### config.mk
export PLATFORM = sky130hd
export DESIGN_NAME = imem_loader
export DESIGN_NICKNAME = d
export VERILOG_FILES = /design/src/rtl/imem_loader.sv
export SDC_FILE = /design/constraint.sdc
export NUM_CORES = 1
export LEC_CHECK = 0
export CAP_MARGIN = 20
export CORE_MARGIN = 2
export CORE_UTILIZATION = 37
export DETAILED_ROUTE_END_ITERATION = 10
export GPL_ROUTABILITY_DRIVEN = 0
export PLACE_DENSITY = 0.59
export SYNTH_ARGS = -nofsm -noshare
export SYNTH_HDL_FRONTEND = slang
export SYNTH_SLANG_ARGS = --single-unit
### constraint.sdc
create_clock -name clk -period 8.49 [get_ports clk]
set_clock_uncertainty 0.15 [all_clocks]
set_input_delay 1.698 -clock clk [delete_from_list [all_inputs] [get_ports clk]]
set_output_delay 1.698 -clock clk [all_outputs]
set_load 0.005 [all_outputs]
### src/rtl/imem_loader.sv
// Byte-stream boot loader: parses a little-endian word count and words, writes them to instruction memory.
// Write strobe follows the 4th byte of each word by one cycle; all outputs registered; in_ready drops in FLUSH/DONE/ERR.
module imem_loader #(
  parameter logic [31:0] BASE_ADDR = 32'h0000_0000,
  parameter int          MAX_WORDS = 64
) (
  input  logic        clk,
  input  logic        clr,
  input  logic        in_valid,
  input  logic [7:0]  in_data,
  output logic        in_ready,
  input  logic        restart,
  output logic        wr_en,
  output logic [31:0] wr_addr,
  output logic [31:0] wr_data,
  output logic        cpu_clrn,
  output logic        done,
  output logic        err,
  output logic [15:0] words_loaded
);

  typedef enum logic [2:0] {LEN0, LEN1, DATA, FLUSH, DONE, ERR} state_t;

  localparam logic [15:0] MAX_W = 16'(MAX_WORDS);

  state_t      state_q, state_d;
  logic [15:0] n_q, n_d;
  logic [1:0]  byte_idx_q, byte_idx_d;
  logic [15:0] word_idx_q, word_idx_d;
  logic [31:0] asm_q, asm_d;
  logic        wr_en_q, wr_en_d;
  logic [31:0] wr_addr_q, wr_addr_d;
  logic [31:0] wr_data_q, wr_data_d;
  logic [15:0] words_q, words_d;
  logic        in_ready_q, in_ready_d;
  logic        done_q, done_d;
  logic        err_q, err_d;
  logic        cpu_clrn_q, cpu_clrn_d;
  logic        accept;
  logic [15:0] n_full;

  assign accept = in_valid && in_ready_q;
  assign n_full = {in_data, n_q[7:0]};

  always_comb begin
    state_d    = state_q;
    n_d        = n_q;
    byte_idx_d = byte_idx_q;
    word_idx_d = word_idx_q;
    asm_d      = asm_q;
    wr_en_d    = 1'b0;
    wr_addr_d  = wr_addr_q;
    wr_data_d  = wr_data_q;
    words_d    = words_q;

    case (state_q)
      LEN0: if (accept) begin
        n_d     = {8'h00, in_data};
        state_d = LEN1;
      end
      LEN1: if (accept) begin
        n_d        = n_full;
        byte_idx_d = 2'd0;
        word_idx_d = 16'd0;
        if (n_full == 16'd0)      state_d = DONE;
        else if (n_full > MAX_W)  state_d = ERR;
        else                      state_d = DATA;
      end
      DATA: if (accept) begin
        case (byte_idx_q)
          2'd0:    asm_d[7:0]   = in_data;
          2'd1:    asm_d[15:8]  = in_data;
          2'd2:    asm_d[23:16] = in_data;
          default: asm_d[31:24] = in_data;
        endcase
        if (byte_idx_q == 2'd3) begin
          wr_en_d    = 1'b1;
          wr_data_d  = {in_data, asm_q[23:0]};
          wr_addr_d  = BASE_ADDR + {14'd0, word_idx_q, 2'b00};
          words_d    = words_q + 16'd1;
          byte_idx_d = 2'd0;
          if (word_idx_q == n_q - 16'd1) state_d = FLUSH;
          else                           word_idx_d = word_idx_q + 16'd1;
        end else begin
          byte_idx_d = byte_idx_q + 2'd1;
        end
      end
      FLUSH: state_d = DONE;
      DONE, ERR: if (restart) begin
        state_d    = LEN0;
        words_d    = 16'd0;
        byte_idx_d = 2'd0;
        word_idx_d = 16'd0;
      end
      default: state_d = LEN0;
    endcase

    // Status flags are decoded from the next state so they register in step with it.
    in_ready_d = (state_d == LEN0) || (state_d == LEN1) || (state_d == DATA);
    done_d     = (state_d == DONE);
    cpu_clrn_d = (state_d == DONE);
    err_d      = (state_d == ERR);
  end

  always_ff @(posedge clk) begin
    if (clr) begin
      state_q    <= LEN0;
      n_q        <= 16'd0;
      byte_idx_q <= 2'd0;
      word_idx_q <= 16'd0;
      asm_q      <= 32'd0;
      wr_en_q    <= 1'b0;
      wr_addr_q  <= 32'd0;
      wr_data_q  <= 32'd0;
      words_q    <= 16'd0;
      in_ready_q <= 1'b1;
      done_q     <= 1'b0;
      err_q      <= 1'b0;
      cpu_clrn_q <= 1'b0;
    end else begin
      state_q    <= state_d;
      n_q        <= n_d;
      byte_idx_q <= byte_idx_d;
      word_idx_q <= word_idx_d;
      asm_q      <= asm_d;
      wr_en_q    <= wr_en_d;
      wr_addr_q  <= wr_addr_d;
      wr_data_q  <= wr_data_d;
      words_q    <= words_d;
      in_ready_q <= in_ready_d;
      done_q     <= done_d;
      err_q      <= err_d;
      cpu_clrn_q <= cpu_clrn_d;
    end
  end

  assign in_ready     = in_ready_q;
  assign wr_en        = wr_en_q;
  assign wr_addr      = wr_addr_q;
  assign wr_data      = wr_data_q;
  assign cpu_clrn     = cpu_clrn_q;
  assign done         = done_q;
  assign err          = err_q;
  assign words_loaded = words_q;

endmodule

# ---- Yosys cells after proc, flatten, opt, wreduce, memory -nomap -nowiden
# Index checks and enable logic that the tools add are counted.
dict set report op_classes {
  addsub 4
  n_lt_le_gt_ge 1
  eq_ne 19
  muxes 27
  n_bitwise 3
  reduce_logical 21
}
# op n
set ops {}
lappend ops {{$mux W16} 9}
lappend ops {{$pmux W16 S2} 2}
lappend ops {{$pmux W16 S3} 1}
lappend ops {{$add A16 B1 Y16 const B} 2}
lappend ops {{$mux W3} 8}
lappend ops {{$reduce_and A3 Y1} 6}
lappend ops {{$eq A16 B16 Y1} 1}
lappend ops {{$gt A16 B7 Y1 const B} 1}
lappend ops {{$logic_not A16 Y1} 1}
lappend ops {{$sub A16 B1 Y16 const B} 1}
lappend ops {{$pmux W3 S5} 1}
lappend ops {{$eq A3 B3 Y1 const B} 4}
lappend ops {{$ne A2 B2 Y1 const B} 6}
lappend ops {{$eq A3 B2 Y1 const B} 3}
lappend ops {{$mux W2} 4}
lappend ops {{$reduce_and A4 Y1} 2}
lappend ops {{$eq A3 B1 Y1 const B} 2}
lappend ops {{$logic_not A3 Y1} 2}
lappend ops {{$pmux W2 S3} 1}
lappend ops {{$reduce_and A6 Y1} 1}
lappend ops {{$eq A2 B2 Y1 const B} 2}
lappend ops {{$reduce_bool A2 Y1} 2}
lappend ops {{$not A1 Y1} 3}
lappend ops {{$reduce_bool A3 Y1} 1}
lappend ops {{other kinds (8)} 9}
dict set report word_totals {
  regBits 129
  inputBits 12
  output_inout_bits 85
  word_cells 90
}

# ---- Longest topological paths before layout
dict set report logic_depth {
  depth_word 9
  mapped_depth 11
  depth_no_buf 10
}

# ---- Least setup slack after synthesis
# Ideal clock, no wire load.
dict set report synth_timing {
  path_kind {input port to flip-flop}
  start {in in_valid}
  end {reg words_q[15] (netlist: words_loaded[15])}
  setup_time_ns 0.071
  arrival_time_ns 3.216
  t_required_ns 8.269
  setup_slack_ns 5.053
  cell_stages 8
  n_path_buf 1
  cell_sequence {nand3b_1 -> nor2_1 -> o211ai_1 -> nand2_1 -> nand4_1 -> clkbuf_1 -> or3_1 -> a21oi_1}
}
dict set report synth_between {
  elab_chain_len 3
}
# item line
set synth_lines {}
lappend synth_lines {{start: declaration} 9} ;# input logic in_valid,
lappend synth_lines {{$logic_and A1 B1 Y1} 42} ;# assign accept = in_valid && in_ready_q;
lappend synth_lines {{$ne A2 B2 Y1 (no line)} --}
lappend synth_lines {{$reduce_and A4 Y1 (no line)} --}
lappend synth_lines {{end signal: assignment} 129} ;# words_q <= words_d;
lappend synth_lines {{end: declaration} 34} ;# logic [15:0] words_q, words_d;
# Every way passes these cells.
# A chain may end at the register's enable or synchronous reset.

# ---- Worst setup path after layout
dict set report layout_timing {
  start {in in_valid}
  end {reg words_q[7] (netlist: words_loaded[7])}
}
# Same word-level chain as after synthesis.

==> summary.md <==
| Metric | Value |
|---|---|
| Status | finished clean |
| Starting Density | 38.20% |
| Router iterations before antenna repair | 5 |
| CP Depth | 8 |
| Most used cell, CP | a21oi_1 |
| CP delay by family, top | simple AND/OR/NAND/NOR gates |
| Fin. max-slew vios | 0 |
| Crit-path slowest cell | a21oi_1 |
| R2R setup slack | 5.19 ns |
| Port Buf Inserts | 80 |
| First-pass GRT wire length | 24020 µm |
| WHS | 0.2993 ns |
| Mean Syn Cell Area | 8.217 µm² |
| Buf+Inv Stages, Crit Path | 1 |
| FMAX | 0.2365 GHz |
| Final setup fails | 0 |
| Reg clk slew, reported paths | 0.05 ns |
| R2R Path Start | n_q[0]$_SDFFE_PP0P_ |
| R2R Path End | word_idx_q[5]$_SDFFE_PP0P_ |
| TritonCTS clock tree | built |
| Die width | 129.7 µm |
| RSZ-0062 raised after global routing | no |
| Vias after detailed routing | 5149 |
| Detailed Route WL | 14700 µm |
| Post-synth EDFFs | 0 |
| Ys async rst share | 0% |
| Ys flop type | dfxtp_1 |
| Pin count of the biggest net entering global routing | 107 |
| Clock tree sinks | 129 |
| Clk buf depth | 2 |
| Min Clock Period, post-route | 4.228 ns |
| Power per cell area | 192.1 nW/µm² |
| Mapped cell area | 5851 µm² |
| Yosys warning total | 0 |
| Hold WC Path Type | reg2reg |
| Final net count | 788 |
| Post-synthesis sequential area ratio | 44.14% |
| Data arrival, critical path | 4.41 ns |
| Layout area overhead | 23.57% |
| Count of cell types in the netlist | 62 |
| Clock Tree Root | clkbuf_16 |
| Row count | 45 |
| Die height | 129.7 µm |
| Final Hold Fails | 0 |
| Routed len/inst | 14.86 µm |
| Reg2Reg Depth | 10 |
| Share of layout cells above drive strength 1 | 6.298% |
| Routed Antenna Nets | 0 |
| CP Cell Sequence | clkdlybuf4s50_1, nand4b_1, a21oi_1, o211ai_1, nand2_1, nand4_1, or3_1, a21oi_1 |
| #FFs+latches synth | 129 |
| Max VDD drop | 142.9 µV |
| Htree depth | 4 |
| Commonest non-fill, non-tap cell in the layout | nand2_1 |
| Fin cells | 989 |
| Clock Latency Late Sink | 0.41 ns |
| Most frequent cells in the layout | nand2_1, dfxtp_1, a21oi_1 |
| DRC Markers | 0 |
| Critical Path Max Stage Delay | 0.66 ns |
| Final period utilization | 49.80% |
| Leak pwr | 2.660 nW |
| Dpl ws | 3.516 ns |
| Max-Cap Viols | 0 |
| Tightest Pin Transition | 1.153 ns |
| Cell count after synthesis | 712 |
| Crit path launch type | input port |
| Routed vias/inst | 5.206 |
| Post-CTS setup buffer count | 0 |
| DP Cell Count | 960 |
| Fillers | 1508 |
| Num CTS Buffers | 17 |
| Crit. End Element | register |
| Crit path from | in_valid |
| Crit-path max FO | 12 |
| Kind of critical path | in2reg |
| Critical Path RT | 8.68 ns |
| Hpwl dp | 9781 µm |
| Die area | 16830 µm² |
| Io pins | 97 |
| Final worst setup slack | 4.262 ns |
| Gr ovfl total | 0 |
| Initial antenna violation count | 0 |
| Crit path capture | words_loaded[7]$_SDFFE_PP0P_ |
| GR Util All Layers | 18.08% |
| Core region area | 15310 µm² |
| Worst rel slew slack | 23.13% |
| CTS Hold Bufs | 0 |
| Sum of negative setup slack | 0 ns |
| Vias in the first global route | 4841 |
| Diode count | 0 |
| Initial DRC count | 331 |
| Cts repair resizes | 0 |
## worst min-delay path, delay by kind of cell (launching register included)
family	cells	cell delay (ns)
DFF	1	0.30
and+or+nand+nor	1	0.05
AOI/OAI and AO/OA	1	0.05
## cell usage after synthesis, types with 8 or more instances
cell type,n,area [µm²]
o21ai_0,14,70.07
mux2i_1,29,290.3
nor2_1,62,232.7
nand4_1,9,56.30
or3_1,10,62.56
and3_1,8,50.05
clkbuf_1,35,131.4
nand3_1,28,140.1
inv_1,11,41.29
nand2_1,140,525.5
xor2_1,15,131.4
dfxtp_1,129,2582
a21oi_1,87,435.4
buf_4,18,135.1
## where the power goes
group / internal, mW / switching (mW) / leakage, nW
sequential: 0.612 / 0.0126 / 1.04
combinational: 0.0373 / 0.0638 / 1.36
clock: 0.417 / 0.247 / 0.260
## per-stage QoR
stage	power, mW	util (%)	area, µm²
final	1.389	47.21	7229
after global placement	0.7328	43.59	6675
after detailed placement	0.7363	43.59	6675
after global routing	1.443	47.21	7229
after floorplan	0.7129	-	5907
after CTS	1.404	47.08	7209
## cells by family (layout without fill, tap and decap cells)
family	Yosys count	in the layout	share of synthesized area, %
simple gates	307	307	24.83
compound gates	145	145	14.84
flops	129	129	44.14
buf+inv	70	121	5.988
mux	31	31	5.346
xor+xnor	22	22	3.294
fa+ha+maj	7	7	1.497
other cells	1	16	0.06410
## how the worst min path moves through the flow
| stage | from | end | depth (start not counted) |
|---|---|---|---|
| finish | asm_q[19]$_SDFFE_PP0P_ | wr_data[19]$_SDFFE_PP0P_ | 2 |
| global route | asm_q[19]$_SDFFE_PP0P_ | wr_data[19]$_SDFFE_PP0P_ | 2 |
| CTS | asm_q[19]$_SDFFE_PP0P_ | wr_data[19]$_SDFFE_PP0P_ | 2 |
| detailed placement | asm_q[15]$_SDFFE_PP0P_ | wr_data[15]$_SDFFE_PP0P_ | 2 |
| global placement | asm_q[19]$_SDFFE_PP0P_ | wr_data[19]$_SDFFE_PP0P_ | 2 |
| floorplan | asm_q[0]$_SDFFE_PP0P_ | wr_data[0]$_SDFFE_PP0P_ | 2 |
## layout make-up
| cell class | count | area, µm² | share of cell area [%] |
|---|---|---|---|
| Multi-Input combinational cell | 528 | 2982 | 41.24 |
| Tap cell | 211 | 264.0 | 3.652 |
| Clock buffer | 22 | 474.2 | 6.559 |
| Clock inverter | 6 | 60.06 | 0.8307 |
| Sequential cell | 129 | 2582 | 35.72 |
| Inverter | 11 | 41.29 | 0.5711 |
| Timing Repair Buffer | 82 | 825.8 | 11.42 |
## per-layer routing
metal	wire (µm)	part of all wire [%]	global-route usage (%)
met1	6855	47	23.84
met5	0	0	0
met3	943	6.4	4.961
met4	155	1.1	5.693
met2	6743	46	28.92
## flip-flops by register name, summed over array words and instances (netlist names), 2 cells and up
| signal | count |
|---|---|
| asm_q | 24 |
| byte_idx_q | 2 |
| n_q | 16 |
| state_q | 3 |
| word_idx_q | 16 |
| words_loaded | 16 |
| wr_addr | 16 |
| wr_data | 32 |
Power figures use the tool's default switching activity.
